File: src/rtl/router_fifo.sv
// router_fifo -- per-destination packet FIFO of the 1x3 router.
//
// Stores packet bytes together with a header tag bit. It also tracks how many
// bytes of the packet currently being drained are still to be read.
//
// Ports
//   clock       : single clock, all state updates on posedge
//   resetn      : synchronous reset, active-low (highest priority)
//   soft_reset  : synchronous flush from the synchronizer timeout, active-high
//   write_enb   : write request (ignored while full)
//   read_enb    : read request (ignored while empty)
//   lfd_state   : byte on data_in this cycle is a packet header
//   data_in     : byte to store
//   data_out    : registered read data, holds when no read is accepted
//   full        : occupancy == DEPTH, decoded from the pointers only
//   empty       : occupancy == 0, decoded from the pointers only
module router_fifo #(
   parameter int WIDTH = 8,
   parameter int DEPTH = 16
) (
   input  logic             clock,
   input  logic             resetn,
   input  logic             soft_reset,
   input  logic             write_enb,
   input  logic             read_enb,
   input  logic             lfd_state,
   input  logic [WIDTH-1:0] data_in,
   output logic [WIDTH-1:0] data_out,
   output logic             full,
   output logic             empty
);

   localparam int AW = $clog2(DEPTH);

   // Storage word: bit WIDTH is the header tag, the rest is the byte.
   logic [WIDTH:0]   mem_q [DEPTH];

   // Pointers carry one extra bit so that full and empty can be told apart.
   logic [AW:0]      wptr_q, wptr_d;
   logic [AW:0]      rptr_q, rptr_d;
   logic [5:0]       pkt_cnt_q, pkt_cnt_d;
   logic [WIDTH-1:0] data_out_q, data_out_d;

   logic             wr_acc;
   logic             rd_acc;
   logic             mem_we;
   logic [WIDTH:0]   rd_word;

   assign empty    = (wptr_q == rptr_q);
   assign full     = (wptr_q[AW] != rptr_q[AW]) &&
                     (wptr_q[AW-1:0] == rptr_q[AW-1:0]);
   assign data_out = data_out_q;

   assign wr_acc  = write_enb && !full;
   assign rd_acc  = read_enb && !empty;
   assign rd_word = mem_q[rptr_q[AW-1:0]];

   // A flush or reset discards any write in the same cycle.
   assign mem_we  = wr_acc && resetn && !soft_reset;

   always_comb begin
      wptr_d     = wptr_q;
      rptr_d     = rptr_q;
      pkt_cnt_d  = pkt_cnt_q;
      data_out_d = data_out_q;

      if (soft_reset) begin
         wptr_d     = '0;
         rptr_d     = '0;
         pkt_cnt_d  = '0;
         data_out_d = '0;
      end else begin
         if (wr_acc) begin
            wptr_d = wptr_q + 1'b1;
         end
         if (rd_acc) begin
            rptr_d     = rptr_q + 1'b1;
            data_out_d = rd_word[WIDTH-1:0];
            // A header loads the payload length plus one for the parity byte.
            if (rd_word[WIDTH]) begin
               pkt_cnt_d = rd_word[7:2] + 6'd1;
            end else if (pkt_cnt_q != 6'd0) begin
               pkt_cnt_d = pkt_cnt_q - 6'd1;
            end
         end
      end
   end

   always_ff @(posedge clock) begin
      if (!resetn) begin
         wptr_q     <= '0;
         rptr_q     <= '0;
         pkt_cnt_q  <= '0;
         data_out_q <= '0;
      end else begin
         wptr_q     <= wptr_d;
         rptr_q     <= rptr_d;
         pkt_cnt_q  <= pkt_cnt_d;
         data_out_q <= data_out_d;
      end
   end

   // Memory has no reset; its contents after a flush are don't-care.
   always_ff @(posedge clock) begin
      if (mem_we) begin
         mem_q[wptr_q[AW-1:0]] <= {lfd_state, data_in};
      end
   end

endmodule
File: config.mk
export PLATFORM = sky130hd
export DESIGN_NAME = router_fifo
export DESIGN_NICKNAME = d
export VERILOG_FILES = /design/src/rtl/router_fifo.sv
export SDC_FILE = /design/constraint.sdc
export NUM_CORES = 1
export LEC_CHECK = 0
export CAP_MARGIN = 10
export CORE_MARGIN = 2
export CORE_UTILIZATION = 39
export CTS_CLUSTER_DIAMETER = 30
export DETAILED_ROUTE_END_ITERATION = 7
export PLACE_DENSITY = 0.54
export SETUP_SLACK_MARGIN = 0.02
export SKIP_LAST_GASP = 1
export SLEW_MARGIN = 20
export SYNTH_ARGS = -nofsm -noshare
export SYNTH_HDL_FRONTEND = slang
export SYNTH_SLANG_ARGS = --single-unit
File: constraint.sdc
create_clock -name clock -period 2.1 [get_ports clock]
set_clock_uncertainty 0.05 [all_clocks]
set_input_delay 0.21 -clock clock [delete_from_list [all_inputs] [get_ports clock]]
set_output_delay 0.21 -clock clock [all_outputs]
set_load 0.05 [all_outputs]
==> impl_metrics.json, run 1 <==
{
  "dpl.hpwl_um": 7850,
  "antenna_found_initial": 0,
  "status": "finished, final reports clean",
  "drt-initial-drc-count": 220,
  "power.total_mw": 6.55,
  "worst-path-max-fanout": 17,
  "rsz0062_at_grt": "true",
  "cts_tree": "built",
  "synth_cell_type_count": 35,
  "vias": 3160,
  "cap_violations": 0,
  "r2r_end": "data_out[6]",
  "power_density_nw_per_um2": 873,
  "path_clk_slew_ns": 0.06,
  "placementRows": 45,
  "hold_path_end": "data_out[5]",
  "maxSlewViolCount": 0,
  "relSlewSlack_pct": 55.0,
  "finalHoldViolCount": 0,
  "synth-seq-cells": 146,
  "arrival_ns": 2.27,
  "multi_input_area_um2": 1680,
  "syn_nets": 351,
  "cts_max_level": 4,
  "wire_per_inst_um": 20.4,
  "worst_slack_ns": 0.0797,
  "crit_type": "flop to flop",
  "period_share_pct": 96.2,
  "post-route-min-period_ns": 2.02,
  "p_leak_nw": 2.43,
  "timing.hold.worst.class": "flop to flop",
  "nets": 419,
  "ant_nets": 0,
  "die_h_um": 127,
  "clkSinkCount": 146,
  "route.detailed.drc": 0,
  "dr.pass1.iters": 5,
  "syn_avg_cell_area_um2": 17.9,
  "fillCellCount": 1203,
  "insertion_delay_ns": 0.42,
  "setup_tns_ns": 0,
  "grt_max_degree": 21,
  "regArea_um2": 4210,
  "gr-total-overflow": 0,
  "synthToLayoutAreaGrowth_pct": 26.3,
  "dieWidth_um": 127,
  "grt_usage_pct": 16.0,
  "worstHoldPathCells": 2,
  "io_buffers": 22,
  "dieArea_um2": 16200,
  "setup_viol": 0,
  "antennaDiodeCount": 0,
  "synth.cell_area_um2": 5940,
  "r2r_start": "rptr_q[1]",
  "cts_buffers": 17,
  "max_freq_mhz": 495,
  "ctsLongestPathBuffers": 2,
  "grt_pass1_wl_um": 18600,
  "coreArea_um2": 15000,
  "tightest_slew_ns": 0.673,
  "cp.required_ns": 2.35,
  "wl_um": 12200,
  "yosysWarnings": 0,
  "gp_congestion": 0.788,
  "ir_worst_vdd_mv": 0.506,
  "root_buffer": "clkbuf_16",
  "synthCells": 332,
  "r2r_slack_ns": 0.08,
  "vias_per_cell": 5.26,
  "rr_worst_depth": 5,
  "seq_area_frac_synth_pct": 70.7,
  "ioPinCount": 24,
  "end_kind": "flop",
  "drive_above_1_share_pct": 28.3,
  "holdCritStartpoint": "data_out[5]",
  "start_kind": "flop",
  "pre_cts_ws_ns": -0.0533,
  "start_util_pct": 39.5,
  "grt_pass1_vias": 3110
}
power breakdown:
part / switching [mW] / leakage [nW] / internal, mW
Clock: 1.17 / 0.294 / 2.00
Combinational: 0.135 / 0.842 / 0.0815
Sequential: 0.00408 / 1.30 / 3.17
sequential cells by signal, indices dropped and copies added, names as in the netlist:
name,cells
mem_q,128
data_out,8
rptr_q,5
wptr_q,5
routing by layer:
metal / wire length (µm) / up-vias / global-route usage (%)
met4: 361 / 0 / 6.85
met1: 5800 / 1609 / 22.7
met2: 5610 / 63 / 23.6
met5: 0 / - / 0
met3: 469 / 18 / 4.19
li1: - / 1470 / -
final cells by class:
class,count,share of cell area [%]
inverter,8,0.400
sequential,146,56.0
multi-input combinational,159,22.4
timing repair buffer,68,9.68
tap,188,3.13
clock inverter,15,2.75
clock buffer,17,5.66
layout by cell type, fill, tap and decap left out, drive strengths merged, types with 2 or more instances in the layout:
master / instances
xnor2: 7
nand2b: 2
o211ai: 3
mux2i: 9
and2: 8
a211oi: 16
bufinv: 4
o22ai: 8
clkinv: 5
ha: 5
edfxtp: 128
o21ai: 4
a21oi: 2
nor4: 6
mux2: 16
dfxtp: 18
buf: 48
clkinvlp: 4
xor2: 6
mux4: 24
clkdlybuf4s50: 20
nor3: 8
nand2: 5
inv: 10
clkbuf: 17
nor2: 23
worst max-delay path: stages (launching register included):
cell and delay (ns):
dfxtp_2 0.36, buf_12 0.17, mux4_1 0.60, mux2_2 0.34
a211oi_2 0.29, nor3_1 0.08
Yosys cell counts, drive strengths merged:
cell | number | area share [%]
a211oi | 16 | 2.0
a21oi | 2 | 0.17
and2 | 8 | 0.84
and3 | 1 | 0.11
buf | 13 | 1.5
clkbuf | 6 | 0.38
clkinv | 1 | 0.063
dfxtp | 18 | 6.1
edfxtp | 128 | 65
ha | 5 | 1.1
inv | 7 | 0.44
mux2 | 16 | 3.0
mux2i | 9 | 1.5
mux4 | 24 | 11
nand2 | 5 | 0.32
nand2b | 2 | 0.21
nand3 | 1 | 0.084
nand4 | 1 | 0.21
nor2 | 23 | 1.5
nor3 | 8 | 0.67
nor4 | 6 | 0.63
o2111ai | 1 | 0.15
o211ai | 3 | 0.38
o21a | 1 | 0.13
o21ai | 4 | 0.40
o22ai | 8 | 0.84
or3 | 1 | 0.11
or4b | 1 | 0.17
xnor2 | 7 | 1.0
xor2 | 6 | 0.88
stage by stage:
| step | hold WS [ns] | cell area [µm²] | utilization [%] | cells |
|---|---|---|---|---|
| 2_1_floorplan | 0.259 | 5950 | - | 332 |
| 3_3_place_gp | 0.431 | 6780 | 45.1 | 563 |
| 3_5_place_dp | 0.432 | 6780 | 45.1 | 563 |
| 4_1_cts | 0.445 | 7440 | 49.5 | 595 |
| 5_1_grt | 0.465 | 7510 | 50.0 | 601 |
| 6_report | 0.446 | 7510 | 50.0 | 601 |
timing repair:
item | CTS | global route
resized for setup | 6 | 6
pin swaps | 0 | 0
hold buffers | 0 | 0
hold endpoints to repair | 0 | 0
buffers inserted | 0 | 6
endpoints found under the setup margin | 36 | 106
worst max path at each step:
stage / start / end
2_1_floorplan: rptr_q[3] / mem_q[15][0]
3_3_place_gp: soft_reset / mem_q[7][1]
3_5_place_dp: rptr_q[1] / mem_q[7][2]
4_1_cts: rptr_q[1] / data_out[0]
5_1_grt: rptr_q[1] / mem_q[6][5]
6_report: rptr_q[1] / data_out[6]
cell families after synthesis:
logic type / Yosys count / share of synthesized area, %
AND/OR/NAND/NOR: 57 / 4.80
flip-flops: 146 / 70.7
buffers and inverters: 27 / 2.34
multiplexers: 49 / 15.1
adder cells (fa/ha/maj): 5 / 1.05
AO/OA/AOI/OAI: 35 / 4.08
XOR/XNOR: 13 / 1.92
Note: power is estimated with default switching activity, not from simulation.
==> run 2: changes to the inputs <==
==> constraint.sdc (replaced) <==
create_clock -name clock -period 2.1 [get_ports clock]
set_clock_uncertainty 0.05 [all_clocks]
set_input_delay 0.42 -clock clock [delete_from_list [all_inputs] [get_ports clock]]
set_output_delay 0.42 -clock clock [all_outputs]
set_load 0.05 [all_outputs]
==> impl_metrics.json, run 2 (same netlist as run 1, synthesis figures left out) <==
{
  "tightest_slew_ns": 0.651,
  "crit_type": "flop to flop",
  "antennaDiodeCount": 0,
  "path_delay_family": "multiplexers",
  "drive_above_1_share_pct": 30.2,
  "postPlaceCellArea_um2": 6770,
  "max_freq_mhz": 484,
  "synthToLayoutAreaGrowth_pct": 26.3,
  "cp_cell_sequence": "buf_12 > buf_12 > mux4_1 > mux2_2 > a211oi_2 > nor3_1",
  "path_clk_slew_ns": 0.06,
  "cp_num_buf_inv": 2,
  "cts_max_level": 4,
  "cp_slowest_cell": "mux4_1",
  "final_util_pct": 49.9,
  "grt_max_degree": 28,
  "dieWidth_um": 127,
  "largest_reg_flops": 128,
  "end_kind": "flop",
  "antenna_found_initial": 0,
  "ant_nets": 0,
  "cap_violations": 0,
  "gr-total-overflow": 0,
  "grt_pass1_vias": 3168,
  "critical_path.max_stage_delay_ns": 0.60,
  "fin_hold_ws_ns": 0.440,
  "relSlewSlack_pct": 56.5,
  "period_share_pct": 98.4,
  "regArea_um2": 4210,
  "crit_top_cell": "buf_12",
  "grt_pass1_wl_um": 18800,
  "start_kind": "flop",
  "dpl.hpwl_um": 7890,
  "die_h_um": 127,
  "post-route-min-period_ns": 2.07,
  "gp_congestion": 0.775,
  "fillCellCount": 1210,
  "wire_per_inst_um": 20.4,
  "multi_input_area_um2": 1700,
  "root_buffer": "clkbuf_16",
  "placementRows": 45,
  "start_util_pct": 39.5,
  "grt_usage_pct": 16.1,
  "setup_viol": 0,
  "ctsLongestPathBuffers": 2,
  "cts_buffers": 17,
  "final_cell_area_um2": 7510,
  "maxSlewViolCount": 0,
  "vias": 3156,
  "cts_tree": "built",
  "coreArea_um2": 15000,
  "dr.pass1.iters": 4,
  "worst-path-max-fanout": 12,
  "insertion_delay_ns": 0.41,
  "status": "finished, final reports clean",
  "wl_um": 12400,
  "vias_per_cell": 5.22,
  "drt-initial-drc-count": 229,
  "p_leak_nw": 2.49,
  "ir_worst_vdd_mv": 0.555,
  "dieArea_um2": 16200,
  "arrival_ns": 2.32,
  "power.total_mw": 6.33,
  "io_buffers": 22,
  "cp.required_ns": 2.35,
  "setup_tns_ns": 0,
  "finalHoldViolCount": 0,
  "nets": 424,
  "power_density_nw_per_um2": 843,
  "rsz0062_at_grt": "true",
  "mostFrequentLayoutCell": "edfxtp_1",
  "final_cell_mix": "edfxtp_1, buf_4, mux4_1",
  "route.detailed.drc": 0,
  "ctsHoldBuffers": 0,
  "clkSinkCount": 146,
  "timing.hold.worst.class": "flop to flop",
  "ioPinCount": 24
}
run 2: cell types whose count changed in the layout (fill, tap and decap cells not counted), sizes merged:
cell           previous run  this run
buf                      48        53
bufinv                    4         2
inv                      10        12
dlymetal6s2s              0         3
clkinvlp                  4         2
clkinv                    5         6
clkdlybuf4s50            20        17
run 2: cell type report:
class	count	share of cell area, %
Sequential cell	146	56.0
Clock buffer	17	5.67
Tap cell	188	3.13
Multi-Input combinational cell	159	22.7
Clock inverter	14	2.05
Timing Repair Buffer	73	10.0
Inverter	8	0.400
run 2: report_power, final:
group          switching [mW]  total [mW]  internal, mW  leakage [nW]
Combinational           0.138       0.225        0.0865         0.916
Sequential            0.00474        3.17          3.16          1.30
Clock                    1.18        2.93          1.76         0.279
run 2: per-layer routing:
metal | global-route usage (%) | routed length [µm] | up-vias
li1 | - | - | 1485
met1 | 22.7 | 5970 | 1595
met2 | 24.8 | 5850 | 68
met3 | 3.81 | 423 | 8
met4 | 5.82 | 111 | 0
met5 | 0 | 0 | -
run 2: path summary, 6_finish.rpt:
check / end / from / slack [ns] / cells after the start
hold / removal: data_out[4] / data_out[4] / 0.44 / 2
setup / recovery: data_out[3] / rptr_q[1] / 0.03 / 6
hold reg to reg: data_out[4] / data_out[4] / 0.44 / 2
setup reg to reg: data_out[3] / rptr_q[1] / 0.03 / 6
run 2: repair_timing:
item	in CTS	in global routing
gates cloned	0	0
setup endpoints to repair	38	76
setup buffers	5	3
pin swaps	0	2
resized for setup	6	18
run 2: stage by stage:
stage / std cells / setup WS (ns)
5_1_grt: 605 / -0.0396
6_report: 605 / 0.0346
4_1_cts: 602 / -0.00870
3_3_place_gp: 566 / -0.298
3_5_place_dp: 566 / -0.287
2_1_floorplan: 332 / -0.181
run 2: tightest hold or removal path, stage by stage, from the launching register on:
cell     delay, ns
dfxtp_1       0.31
nor2_1        0.09
nor3_1        0.04
==> run 3: changes to the inputs <==
--- a/config.mk
+++ b/config.mk
@@ -6,7 +6,6 @@
 export NUM_CORES = 1
 export LEC_CHECK = 0
 export CAP_MARGIN = 10
-export CORE_MARGIN = 2
 export CORE_UTILIZATION = 39
 export CTS_CLUSTER_DIAMETER = 30
 export DETAILED_ROUTE_END_ITERATION = 7
==> impl_metrics.json, run 3 (same netlist as run 1, synthesis figures left out) <==
{
  "status": "complete, but fails checks",
  "violations": "DRC",
  "setup_viol": 0,
  "end_kind": "flop",
  "insertion_delay_ns": 0.42,
  "tightest_slew_ns": 0.701,
  "start_util_pct": 40.4,
  "rr_worst_depth": 5,
  "cts_max_level": 4,
  "coreArea_um2": 14700,
  "cp_slowest_cell": "mux4_1",
  "dieWidth_um": 125,
  "postPlaceCellArea_um2": 6850,
  "die_h_um": 125,
  "route.detailed.drc": 3,
  "ioPinCount": 24,
  "ant_nets": 0,
  "vias_per_cell": 5.20,
  "grt_usage_pct": 17.3,
  "worstHoldPathCells": 2,
  "mostFrequentLayoutCell": "edfxtp_1",
  "rsz0062_at_grt": "true",
  "wire_per_inst_um": 20.5,
  "dr.pass1.iters": 8,
  "critical_path.max_stage_delay_ns": 0.57,
  "antenna_found_initial": 0,
  "drt-initial-drc-count": 153,
  "cp.required_ns": 2.36,
  "grt_pass1_wl_um": 19200,
  "io_buffers": 22,
  "ctsHoldBuffers": 0,
  "clkSinkCount": 146,
  "timing.hold.worst.class": "flop to flop",
  "crit_type": "flop to flop",
  "antennaDiodeCount": 0,
  "path_clk_slew_ns": 0.06,
  "cap_violations": 0,
  "worst-path-max-fanout": 11,
  "gr-total-overflow": 0,
  "start_kind": "flop",
  "power.total_mw": 6.42,
  "synthToLayoutAreaGrowth_pct": 26.9,
  "max_freq_mhz": 490,
  "drive_above_1_share_pct": 30.9,
  "grt_pass1_vias": 3270,
  "dieArea_um2": 15700,
  "wl_um": 12300,
  "root_buffer": "clkbuf_16",
  "maxSlewViolCount": 0,
  "p_leak_nw": 2.51,
  "cts_tree": "built",
  "power_density_nw_per_um2": 851,
  "ctsLongestPathBuffers": 2,
  "fin_hold_ws_ns": 0.442,
  "dpl.hpwl_um": 7930,
  "ir_worst_vdd_mv": 0.523,
  "post-route-min-period_ns": 2.04,
  "placementRows": 44,
  "cts_buffers": 17,
  "nets": 424,
  "cp_cell_sequence": "bufbuf_16 > mux4_1 > mux2_2 > a211oi_2 > nor3_1",
  "period_share_pct": 97.3,
  "arrival_ns": 2.30,
  "gp_congestion": 0.802,
  "final_cell_area_um2": 7540,
  "r2r_slack_ns": 0.06,
  "vias": 3129,
  "final_cell_mix": "edfxtp_1, buf_4, nor2_1, mux4_1, clkbuf_16",
  "grt_max_degree": 22,
  "relSlewSlack_pct": 53.1,
  "largest_reg_flops": 128,
  "finalHoldViolCount": 0
}
run 3: changes by cell type in the layout (fill, tap and decap cells not counted), moves of 2 or more:
cell,delta
buf_12,+2
mux4_2,+3
mux4_1,-3
inv_8,+2
a211oi_1,+2
buf_6,-2
a211oi_2,-2
run 3: report_power, final:
part	leakage (nW)	internal, mW	total (mW)	switching, mW
sequential	1.30	3.16	3.17	0.00534
clock	0.293	1.79	3.02	1.23
combinational	0.921	0.0894	0.229	0.140
total	2.51	5.04	6.42	1.38
run 3: area by class of cell:
type                            count  area (µm²)
Fill cell                        1173        7160
Timing Repair Buffer               73         796
Multi-Input combinational cell    159        1680
Sequential cell                   146        4210
Tap cell                          184         230
Clock inverter                     15         170
Inverter                            8        30.0
Clock buffer                       17         425
run 3: worst max-delay path: cells and delay by family, from the launching register on:
family          cells  cell delay (ns)
buf+inv             1             0.30
flops               1             0.38
compound gates      1             0.25
simple gates        1             0.07
mux                 2             0.88
run 3: per-stage QoR:
stage | TNS [ns] | setup slack (ns) | utilization, % | instances
floorplan | -6.77 | -0.181 | - | 332
global placement | -17.29 | -0.240 | 46.6 | 568
detailed placement | -19.10 | -0.232 | 46.6 | 568
CTS | -0.00398 | -0.00398 | 51.1 | 602
global route | -0.0910 | -0.0386 | 51.3 | 602
finish | 0 | 0.0574 | 51.3 | 602
run 3: timing repair:
item / CTS / global route
pin swaps: 0 / 1
endpoints found under the setup margin: 40 / 46
cloned: 1 / 0
resized for setup: 13 / 12
setup buffers: 1 / 0
hold endpoints to repair: 0 / 0
run 3: per-layer routing:
layer | global-route usage [%] | share of wire (%) | vias up
met2 | 26.3 | 46 | 61
li1 | - | - | 1477
met3 | 4.11 | 3.8 | 18
met1 | 23.3 | 47 | 1573
met5 | 0 | 0 | -
met4 | 8.61 | 2.8 | 0
run 3: worst paths after layout:
kind	from	end
max	rptr_q[1]	data_out[3]
max reg2reg	rptr_q[1]	data_out[3]
min reg2reg	data_out[6]	data_out[6]
min	data_out[6]	data_out[6]
